[config.mk]
export PLATFORM = sky130hd
export DESIGN_NAME = joy_serial_mp_flat
export DESIGN_NICKNAME = d
export VERILOG_FILES = /design/src/rtl/joy_serial_mp_if.sv /design/src/rtl/joy_serial_mp.sv /design/src/flat_wrapper.sv
export SDC_FILE = /design/constraint.sdc
export NUM_CORES = 1
export LEC_CHECK = 0
export CORE_AREA = 2 2 139 107
export DETAILED_ROUTE_END_ITERATION = 8
export DIE_AREA = 0 0 141 109
export GPL_TIMING_DRIVEN = 0
export PLACE_DENSITY = 0.52
export SYNTH_ARGS = -nofsm -noshare
export SYNTH_HDL_FRONTEND = slang
export SYNTH_SLANG_ARGS = --single-unit
[constraint.sdc]
create_clock -name clk -period 2.65 [get_ports clk]
set_clock_uncertainty 0.1 [all_clocks]
set_input_delay 0.3975 -clock clk [delete_from_list [all_inputs] [get_ports clk]]
set_output_delay 0.3975 -clock clk [all_outputs]
set_load 0.01 [all_outputs]
[src/rtl/joy_serial_mp_if.sv]
// Pin and status bundle for the serial joystick reader: chain pins, scan enable and player words.
// master = reader block, slave = board/chain side and consumer of the button words.
interface joy_serial_mp_if #(
  parameter int NUM_PLAYERS = 2
);
  logic                      en;
  logic                      JOY_DATA;
  logic                      JOY_LOAD;
  logic                      JOY_CLK;
  logic [NUM_PLAYERS*16-1:0] joystick;
  logic                      frame_done;
  logic [7:0]                frame_cnt;

  modport master (
    input  en, JOY_DATA,
    output JOY_LOAD, JOY_CLK, joystick, frame_done, frame_cnt
  );

  modport slave (
    output en, JOY_DATA,
    input  JOY_LOAD, JOY_CLK, joystick, frame_done, frame_cnt
  );
endinterface

[src/rtl/joy_serial_mp.sv]
// Serial joystick reader for chained 74HC165 shifters; frame = (2+2*TOTAL+GAP_TICKS)*CLK_DIV+1 clks, no backpressure.
// Define JOY_SERIAL_DEBOUNCE_EN to require two identical consecutive frames before joystick changes.
module joy_serial_mp #(
  parameter int NUM_PLAYERS     = 2,
  parameter int BITS_PER_PLAYER = 12,
  parameter int CLK_DIV         = 8,
  parameter int GAP_TICKS       = 16
) (
  input  logic            clk,
  input  logic            RESET_L,
  joy_serial_mp_if.master joy
);

  localparam int TOTAL = NUM_PLAYERS * BITS_PER_PLAYER;
  localparam int JW    = NUM_PLAYERS * 16;
  localparam int IDX_W = (TOTAL > 1) ? $clog2(TOTAL) : 1;
  localparam int DIV_W = $clog2(CLK_DIV);
  localparam int GAP_W = (GAP_TICKS > 1) ? $clog2(GAP_TICKS) : 1;

  typedef enum logic [2:0] {IDLE, LOAD, SHIFT, LATCH, GAP} state_t;

  state_t             state_q, state_d;
  logic [DIV_W-1:0]   div_q, div_d;
  logic               phase_q, phase_d;
  logic [IDX_W-1:0]   idx_q, idx_d;
  logic [GAP_W-1:0]   gap_q, gap_d;
  logic [TOTAL-1:0]   buf_q, buf_d;
  logic [1:0]         sync_q, sync_d;
  logic               load_q, load_d;
  logic               jclk_q, jclk_d;
  logic [JW-1:0]      joystick_q, joystick_d;
  logic               done_q, done_d;
  logic [7:0]         cnt_q, cnt_d;
  logic [JW-1:0]      joy_new;
  logic               tick;
`ifdef JOY_SERIAL_DEBOUNCE_EN
  logic [JW-1:0]      raw_q, raw_d;
`endif

  // Inverted sample buffer laid out as one 16-bit lane per player; unused lane bits stay 0.
  always_comb begin
    joy_new = '0;
    for (int p = 0; p < NUM_PLAYERS; p++) begin
      for (int b = 0; b < BITS_PER_PLAYER; b++) begin
        joy_new[p*16+b] = ~buf_q[p*BITS_PER_PLAYER+b];
      end
    end
  end

  assign tick = (div_q == DIV_W'(CLK_DIV - 1));

  always_comb begin
    state_d    = state_q;
    phase_d    = phase_q;
    idx_d      = idx_q;
    gap_d      = gap_q;
    buf_d      = buf_q;
    load_d     = load_q;
    jclk_d     = jclk_q;
    joystick_d = joystick_q;
    cnt_d      = cnt_q;
    done_d     = 1'b0;
    sync_d     = {sync_q[0], joy.JOY_DATA};
`ifdef JOY_SERIAL_DEBOUNCE_EN
    raw_d      = raw_q;
`endif
    // The divider freezes during LATCH so that extra clk lengthens the frame by exactly one cycle.
    if (state_q == LATCH) div_d = div_q;
    else if (tick)        div_d = '0;
    else                  div_d = div_q + 1'b1;

    case (state_q)
      IDLE: begin
        load_d = 1'b1;
        jclk_d = 1'b1;
        if (tick && joy.en) begin
          state_d = LOAD;
          phase_d = 1'b0;
          load_d  = 1'b0;
        end
      end
      LOAD: begin
        if (tick) begin
          if (!phase_q) begin
            phase_d = 1'b1;
            load_d  = 1'b1;
          end else begin
            state_d = SHIFT;
            phase_d = 1'b0;
            idx_d   = '0;
            jclk_d  = 1'b0;
          end
        end
      end
      SHIFT: begin
        if (tick) begin
          if (!phase_q) begin
            buf_d[idx_q] = sync_q[1];
            phase_d      = 1'b1;
            jclk_d       = 1'b1;
          end else if (idx_q == IDX_W'(TOTAL - 1)) begin
            state_d = LATCH;
          end else begin
            idx_d   = idx_q + 1'b1;
            phase_d = 1'b0;
            jclk_d  = 1'b0;
          end
        end
      end
      LATCH: begin
`ifdef JOY_SERIAL_DEBOUNCE_EN
        raw_d = joy_new;
        if (joy_new == raw_q) joystick_d = joy_new;
`else
        joystick_d = joy_new;
`endif
        done_d  = 1'b1;
        cnt_d   = cnt_q + 8'd1;
        gap_d   = '0;
        state_d = GAP;
      end
      GAP: begin
        if (tick) begin
          if (gap_q == GAP_W'(GAP_TICKS - 1)) begin
            if (joy.en) begin
              state_d = LOAD;
              phase_d = 1'b0;
              load_d  = 1'b0;
            end else begin
              state_d = IDLE;
            end
          end else begin
            gap_d = gap_q + 1'b1;
          end
        end
      end
      default: state_d = IDLE;
    endcase
  end

  always_ff @(posedge clk or negedge RESET_L) begin
    if (!RESET_L) begin
      state_q    <= IDLE;
      div_q      <= '0;
      phase_q    <= 1'b0;
      idx_q      <= '0;
      gap_q      <= '0;
      buf_q      <= '0;
      sync_q     <= 2'b11;
      load_q     <= 1'b1;
      jclk_q     <= 1'b1;
      joystick_q <= '0;
      done_q     <= 1'b0;
      cnt_q      <= 8'd0;
`ifdef JOY_SERIAL_DEBOUNCE_EN
      raw_q      <= '0;
`endif
    end else begin
      state_q    <= state_d;
      div_q      <= div_d;
      phase_q    <= phase_d;
      idx_q      <= idx_d;
      gap_q      <= gap_d;
      buf_q      <= buf_d;
      sync_q     <= sync_d;
      load_q     <= load_d;
      jclk_q     <= jclk_d;
      joystick_q <= joystick_d;
      done_q     <= done_d;
      cnt_q      <= cnt_d;
`ifdef JOY_SERIAL_DEBOUNCE_EN
      raw_q      <= raw_d;
`endif
    end
  end

  assign joy.JOY_LOAD   = load_q;
  assign joy.JOY_CLK    = jclk_q;
  assign joy.joystick   = joystick_q;
  assign joy.frame_done = done_q;
  assign joy.frame_cnt  = cnt_q;

endmodule

[src/flat_wrapper.sv]
// flat-port wrapper written by rule: the top's interface ports become plain ports
module joy_serial_mp_flat 
#(
  parameter int NUM_PLAYERS     = 2,
  parameter int BITS_PER_PLAYER = 12,
  parameter int CLK_DIV         = 8,
  parameter int GAP_TICKS       = 16
)
  (clk, RESET_L, joy_en, joy_JOY_DATA, joy_JOY_LOAD, joy_JOY_CLK, joy_joystick, joy_frame_done, joy_frame_cnt);
  joy_serial_mp_if #(.NUM_PLAYERS(NUM_PLAYERS)) joy_i ();
  input  logic clk;
  input  logic RESET_L;
  input wire logic [$bits(joy_i.en)-1:0] joy_en;
  input wire logic [$bits(joy_i.JOY_DATA)-1:0] joy_JOY_DATA;
  output wire logic [$bits(joy_i.JOY_LOAD)-1:0] joy_JOY_LOAD;
  output wire logic [$bits(joy_i.JOY_CLK)-1:0] joy_JOY_CLK;
  output wire logic [$bits(joy_i.joystick)-1:0] joy_joystick;
  output wire logic [$bits(joy_i.frame_done)-1:0] joy_frame_done;
  output wire logic [$bits(joy_i.frame_cnt)-1:0] joy_frame_cnt;
  assign joy_i.en = joy_en;
  assign joy_i.JOY_DATA = joy_JOY_DATA;
  assign joy_JOY_LOAD = joy_i.JOY_LOAD;
  assign joy_JOY_CLK = joy_i.JOY_CLK;
  assign joy_joystick = joy_i.joystick;
  assign joy_frame_done = joy_i.frame_done;
  assign joy_frame_cnt = joy_i.frame_cnt;
  joy_serial_mp #(.NUM_PLAYERS(NUM_PLAYERS), .BITS_PER_PLAYER(BITS_PER_PLAYER), .CLK_DIV(CLK_DIV), .GAP_TICKS(GAP_TICKS)) u_core (.clk(clk), .RESET_L(RESET_L), .joy(joy_i));
endmodule
**Word level (Yosys, flattened, before mapping)**

Cells that the tools add are included.
Widths: inputs -> output; s select.

- Bits in registers: 77
- Input bits: 4

- Muxes and demuxes: 44
- Order comparisons: 2
- Add/subtract/negate cells: 4
- Bitwise operators: 25
- Reduce and logical (&&, ||, !) cells: 15
- Equal/unequal tests: 20

Operators with widths:

| kind | count |
|---|---|
| $mux 3 | 9 |
| $mux 5 | 5 |
| $not 1->1 | 25 |
| $bwmux 24 | 1 |
| $mux 1 | 20 |
| $ne 2x1->1 const B | 8 |
| $pmux 3 s5 | 1 |
| $reduce_and 6->1 | 2 |
| $pmux 5 s2 | 1 |
| $add 8x1->8 const B | 1 |
| $mux 4 | 2 |
| $ne 2x2->1 const B | 4 |
| $pmux 4 s2 | 1 |
| $reduce_and 8->1 | 1 |
| $reduce_and 7->1 | 1 |
| $eq 3x2->1 const B | 2 |
| $eq 3x3->1 const B | 2 |
| $lt 5x6->1 const B | 1 |
| $pmux 1 s3 | 2 |
| $reduce_and 3->1 | 2 |
| $reduce_bool 3->1 | 2 |
| $add 5x1->5 const B | 1 |
| $demux 1 s5 | 1 |
| $eq 5x5->1 const B | 1 |
| other kinds (12) | 14 |

**Longest topological paths before layout**

- Depth in word-level cells: 5
- Mapped depth: 7
- Gate-level depth less buffers: 6

**Worst setup path after synthesis**

Ideal clock, no wire load.

- Path type: register -> register
- Start point: register u_core.div_q[0]
- End point: register u_core.buf_q[10]
- Cell stages (with the launch flop): 8
- Clock period less this slack: 1931 ps
- Arrival time: 1706 ps
- Setup slack: 719 ps
- Path buffers: 1
- Data required time: 2425 ps
- Path through: dfrtp_1 -> ha_1 -> ha_1 -> buf_2 -> nor2b_1 -> nand3_1 -> nor2_1 -> mux2_2

- Longest elaborated chain between the ends: 2

RTL lines:

| element | line | source |
|---|---|---|
| from (decl) | joy_serial_mp.sv:23 | `logic [DIV_W-1:0] div_q, div_d;` |
| from (signal assigned) | joy_serial_mp.sv:160 | `div_q <= div_d;` |
| $eq 3x3->1 | joy_serial_mp.sv:50 | `assign tick = (div_q == DIV_W'(CLK_DIV - 1));` |
| $reduce_and 3->1 (no line) | - |  |
| to (signal assigned) | joy_serial_mp.sv:164 | `buf_q <= buf_d;` |
| to (decl) | joy_serial_mp.sv:27 | `logic [TOTAL-1:0] buf_q, buf_d;` |

No other way between the ends.
A chain may end at the register's enable or synchronous reset.

**Worst setup path after layout**

- Start point: register u_core.div_q[0]
- End point: register u_core.buf_q[18]

The elaborated chain is that of the path after synthesis.

==> results.md <==
Setup path:
- The classification of the worst setup path is flip-flop to flip-flop.
- The minimum setup slack among reg-to-reg paths is 0.23 ns.
- The number of cell instances on the worst register-to-register path is 7.
- The data arrival time at the worst-slack endpoint is 2.54 ns.
- The critical path starts at u_core.div_q[0].
- The worst flop-to-flop path startpoint is u_core.div_q[0].
- STA classifies the critical path startpoint as a flip-flop.
- The timing endpoint of the critical path is u_core.buf_q[18].
- At the worst endpoint, the required time is 2.77 ns.
- The reg-to-reg endpoint is u_core.buf_q[18].
- The worst setup path is captured at a flip-flop.
- The maximum fanout count along the critical path is 10.

Logic synthesis:
- The mapped cell area is 3470 um2.
- Counting flops with an async set or reset pin after synthesis yields a share of 1.00.
- The main combinational cell family by area after synthesis is simple AND/OR/NAND/NOR gates.
- In this run, synthesis inferred 0 flip-flops with an integrated enable.
- The number of register bits inferred by synthesis is 77.
- Among all flip-flop cells after synthesis, the most frequent one is sky130_fd_sc_hd__dfrtp_1.
- Of the total synthesized cell area, the portion taken by full adders, half adders and majority gates is 0.0289.
- The number of warnings issued by yosys is 0.
- In the synthesized netlist, the number of instances is 331.
- The fraction of synthesized area in multiplexers is 0.0841.
- The number of distinct library cells after synthesis is 45.
- The share of the synthesized area in compound gates (AO/OA/AOI/OAI) is 0.0942.
- Of the total synthesized cell area, the portion taken by XOR and XNOR cells is 0.0202.
- The share of the yosys chip area belonging to registers is 0.557.
- The mean instance size in the synthesized netlist is 10.5 um2.
- The post-synthesis share of cell area spent on and, or, nand and nor gates is 0.169.

Die:
- After floorplanning, the core was sized to cover 14100 um2.
- The number of primary I/O pins is 47.
- The initialized floorplan defines 38 standard-cell rows.
- The starting density of the core is 0.245.
- The die width is 141 um.
- The floorplan step defined a die boundary enclosing 15400 um2.
- The die outline height is 109 um.

Layout:
- For this run, the share of the core covered by cells in the final layout is 0.316.
- The count of cells in the finished layout, fillers not included, comes to 573.
- The final net count is 401.
- The number of diodes added for antenna fixing is 0.
- The proportion of layout cells with a drive suffix above 1 is 0.168.
- From synthesis to final layout, the design area changed by 28.6%.
- The final instance area is 4460 um2.

Pwr:
- The internal power is 2.74 mW.
- The switching power share of the total is 0.291.
- In this run the power density over the cells is 866 nW/um2.
- The worst-case IR drop observed on VDD is 0.255 mV.
- The leakage power figure is 2.00 nW.
- The switching power summed over all nets is 1.12 mW.
- Of the total power, combinational logic draws 0.261.
- The power consumption is 3.86 mW.
- The sequential fraction of design power is 0.395.
- Of the total power, the clock network draws 0.344.

Route:
- The post-detailed-route wirelength per cell is 13.0 um.
- In this run the remaining antenna-violating nets after routing total 0.
- The count of vias placed by the detailed router is 2526.
- After detailed routing, the number of remaining DRC violations is 0.
- The length of the first detailed-routing pass in iterations is 4.
- The detailed router finished its first iteration with 147 violations.
- The post-detailed-route via-to-cell ratio is 4.41.
- After detailed routing, the total wire length is 7.47 mm.

Global routing:
- The global router's overall resource usage is 0.103.
- Global routing finished with a remaining overflow of 0.
- The number of global-route vias before repair is 2431.
- The first global-routing pass estimated 12.3 mm of wire.
- The maximum number of pins on one net before global-route repair is 69.
- The number of antenna violations at the first check in global routing was 0.

Clocking:
- The number of H-tree levels is 3.
- No sink is reached through more buffers than the 2 on the longest clock path.
- Counting the buffers created by CTS gives 9.
- TritonCTS built the clock tree.
- Clock tree synthesis selected as its root buffer the cell sky130_fd_sc_hd__clkbuf_16.
- The post-CTS clock slew at the launch and capture registers of the worst setup and hold paths is 0.06 ns.
- The number of sinks handled by clock tree synthesis is 77.
- The later pin in the worst-skew pair is clocked with a latency of 0.33 ns.
- The number of buffers inserted to repair setup after CTS is 0.

Place:
- The detailed-placement wirelength estimate is 5.15 mm.
- The number of cells after detailed placement is 557.
- Routability-driven placement finished with a final weighted congestion of 0.727.
- The cell area after placement is 4120 um2.
- Port buffering added 38 buffers.

Timing:
- Counting I/O delays and the setup requirement, the final critical path takes 2.42 ns.
- The total count of hold-check failures in the final report is 0.
- The timing-limited maximum frequency is 414 MHz.
- The worst hold margin is 0.256 ns.
- The total count of max-transition violations in the final report was 0.
- Dividing the final minimum period by the clock period gives 0.912.
- Setup repair after global routing left no endpoint under its margin.
- Setup violations remaining at the end of the flow were counted as 0.

Flow run:
- Across the run, the number of max-cap violations was 0.

Run status:
- The run finished with clean final reports.

Worst hold path:
- Along the worst hold path, the cell count comes to 0.
- The path class of the tightest hold or removal check is flip-flop to flip-flop.
==> flip-flops by register name, summed over array words and instances (netlist names) <==
register and cells:
u_core.joy.frame_cnt 8, u_core.state_q 3, u_core.gap_q 4, u_core.div_q 3, u_core.joy.JOY_CLK 1, u_core.joy.frame_done 1, u_core.joy.JOY_LOAD 1, u_core.buf_q 24
u_core.joy.joystick 24, u_core.idx_q 5, u_core.phase_q 1, u_core.sync_q 2
==> power by group through the flow <==
stage	logic (mW)	clock network, mW	registers [mW]
final	1.01	1.33	1.53
after global routing	1.13	1.40	1.56
after CTS	1.02	1.36	1.53
after detailed placement	1.02	0	1.55
after global placement	0.992	0	1.54
after floorplan	0.461	0	1.61
==> worst min path at each step <==
stage,startpoint,endpoint,slack (ns)
final,u_core.sync_q[0],u_core.sync_q[1],0.26
after global routing,u_core.sync_q[0],u_core.sync_q[1],0.26
after CTS,u_core.sync_q[0],u_core.sync_q[1],0.26
after detailed placement,RESET_L,u_core.joy.joystick[9],0.15
after global placement,u_core.sync_q[0],u_core.sync_q[1],0.25
after floorplan,RESET_L,u_core.buf_q[0],0.002
==> layout by cell type, fill, tap and decap left out, types with 3 or more instances in the layout <==
| cell type | instances |
|---|---|
| sky130_fd_sc_hd__a211oi_1 | 3 |
| sky130_fd_sc_hd__nand2_1 | 47 |
| sky130_fd_sc_hd__clkbuf_1 | 5 |
| sky130_fd_sc_hd__nand3b_1 | 4 |
| sky130_fd_sc_hd__nor2b_1 | 3 |
| sky130_fd_sc_hd__dfrtp_1 | 73 |
| sky130_fd_sc_hd__clkbuf_16 | 9 |
| sky130_fd_sc_hd__buf_2 | 10 |
| sky130_fd_sc_hd__buf_4 | 9 |
| sky130_fd_sc_hd__conb_1 | 8 |
| sky130_fd_sc_hd__mux2_1 | 3 |
| sky130_fd_sc_hd__ha_1 | 8 |
| sky130_fd_sc_hd__clkdlybuf4s50_1 | 37 |
| sky130_fd_sc_hd__a21oi_1 | 4 |
| sky130_fd_sc_hd__dfstp_2 | 4 |
| sky130_fd_sc_hd__inv_1 | 5 |
| sky130_fd_sc_hd__nor2_1 | 37 |
| sky130_fd_sc_hd__nor3_1 | 3 |
| sky130_fd_sc_hd__nand3_1 | 13 |
| sky130_fd_sc_hd__o21ai_0 | 37 |
| sky130_fd_sc_hd__mux2_2 | 22 |
| sky130_fd_sc_hd__nand4_1 | 6 |
| sky130_fd_sc_hd__xnor2_1 | 6 |
==> metrics by stage <==
step | TNS, ns | worst slack (ns)
global placement | -119.83 | -1.61
detailed placement | 0 | 0.216
finish | 0 | 0.232
CTS | 0 | 0.203
global route | 0 | 0.0104
floorplan | 0 | 0.719
==> synthesized netlist by cell type, drive strengths merged, types with 2 or more instances <==
| library cell | count | area (um2) |
|---|---|---|
| a211oi | 3 | 22.5 |
| clkbuf | 5 | 18.8 |
| nand3 | 13 | 65.1 |
| a21oi | 4 | 20.0 |
| inv | 5 | 18.8 |
| or3b | 2 | 17.5 |
| dfstp | 4 | 105 |
| nand2 | 47 | 176 |
| a31oi | 2 | 12.5 |
| nor3 | 4 | 25.0 |
| xnor2 | 6 | 52.6 |
| o211ai | 2 | 15.0 |
| mux2 | 25 | 282 |
| buf | 19 | 114 |
| ha | 8 | 100 |
| nor2b | 3 | 18.8 |
| o21ai | 37 | 185 |
| nor2 | 37 | 139 |
| nand4 | 6 | 37.5 |
| xor2 | 2 | 17.5 |
| dfrtp | 73 | 1830 |
| o31ai | 2 | 15.0 |
| nand3b | 4 | 30.0 |
==> layer usage <==
| metal | wire, um | vias to the layer above | GRT usage | part of all wire |
|---|---|---|---|---|
| li1 | - | 1240 | - | - |
| met2 | 3300 | 32 | 0.156 | 0.44 |
| met1 | 3700 | 1243 | 0.137 | 0.49 |
| met3 | 344 | 11 | 0.0325 | 0.046 |
| met4 | 131 | 0 | 0.0429 | 0.018 |
| met5 | 0 | - | 0 | 0 |
==> critical path: stages, from the launching register on <==
cell                      delay [ns]
sky130_fd_sc_hd__dfrtp_1        0.37
sky130_fd_sc_hd__ha_1           0.16
sky130_fd_sc_hd__ha_1           0.14
sky130_fd_sc_hd__buf_2          0.22
sky130_fd_sc_hd__nor2b_1        0.37
sky130_fd_sc_hd__nand3_1        0.35
sky130_fd_sc_hd__nor2_1         0.24
sky130_fd_sc_hd__mux2_2         0.35
==> cell families (layout without fill, tap and decap cells) <==
kind of cell | Yosys count | in the layout
multiplexers | 26 | 26
other | 1 | 8
AO/OA/AOI/OAI | 56 | 56
AND/OR/NAND/NOR | 125 | 125
buffers and inverters | 30 | 85
XOR/XNOR | 8 | 8
adder cells (fa/ha/maj) | 8 | 8
flip-flops | 77 | 77
==> repair_timing <==
item | CTS | global route
endpoints found under the hold margin | 9 | 0
hold buffers | 1 | 0
resized for setup | 0 | 0
==> cell type report <==
type                       instances  area (um2)
fill                            1449        9670
sequential                        77        1930
multi-input combinational        231        1410
timing repair buffer              40         415
clock buffer                      10         239
tap                              180         225
buffer                            24         133
clock inverter                     5        83.8
inverter                           6        22.5
(Power assumes the default switching activity.)
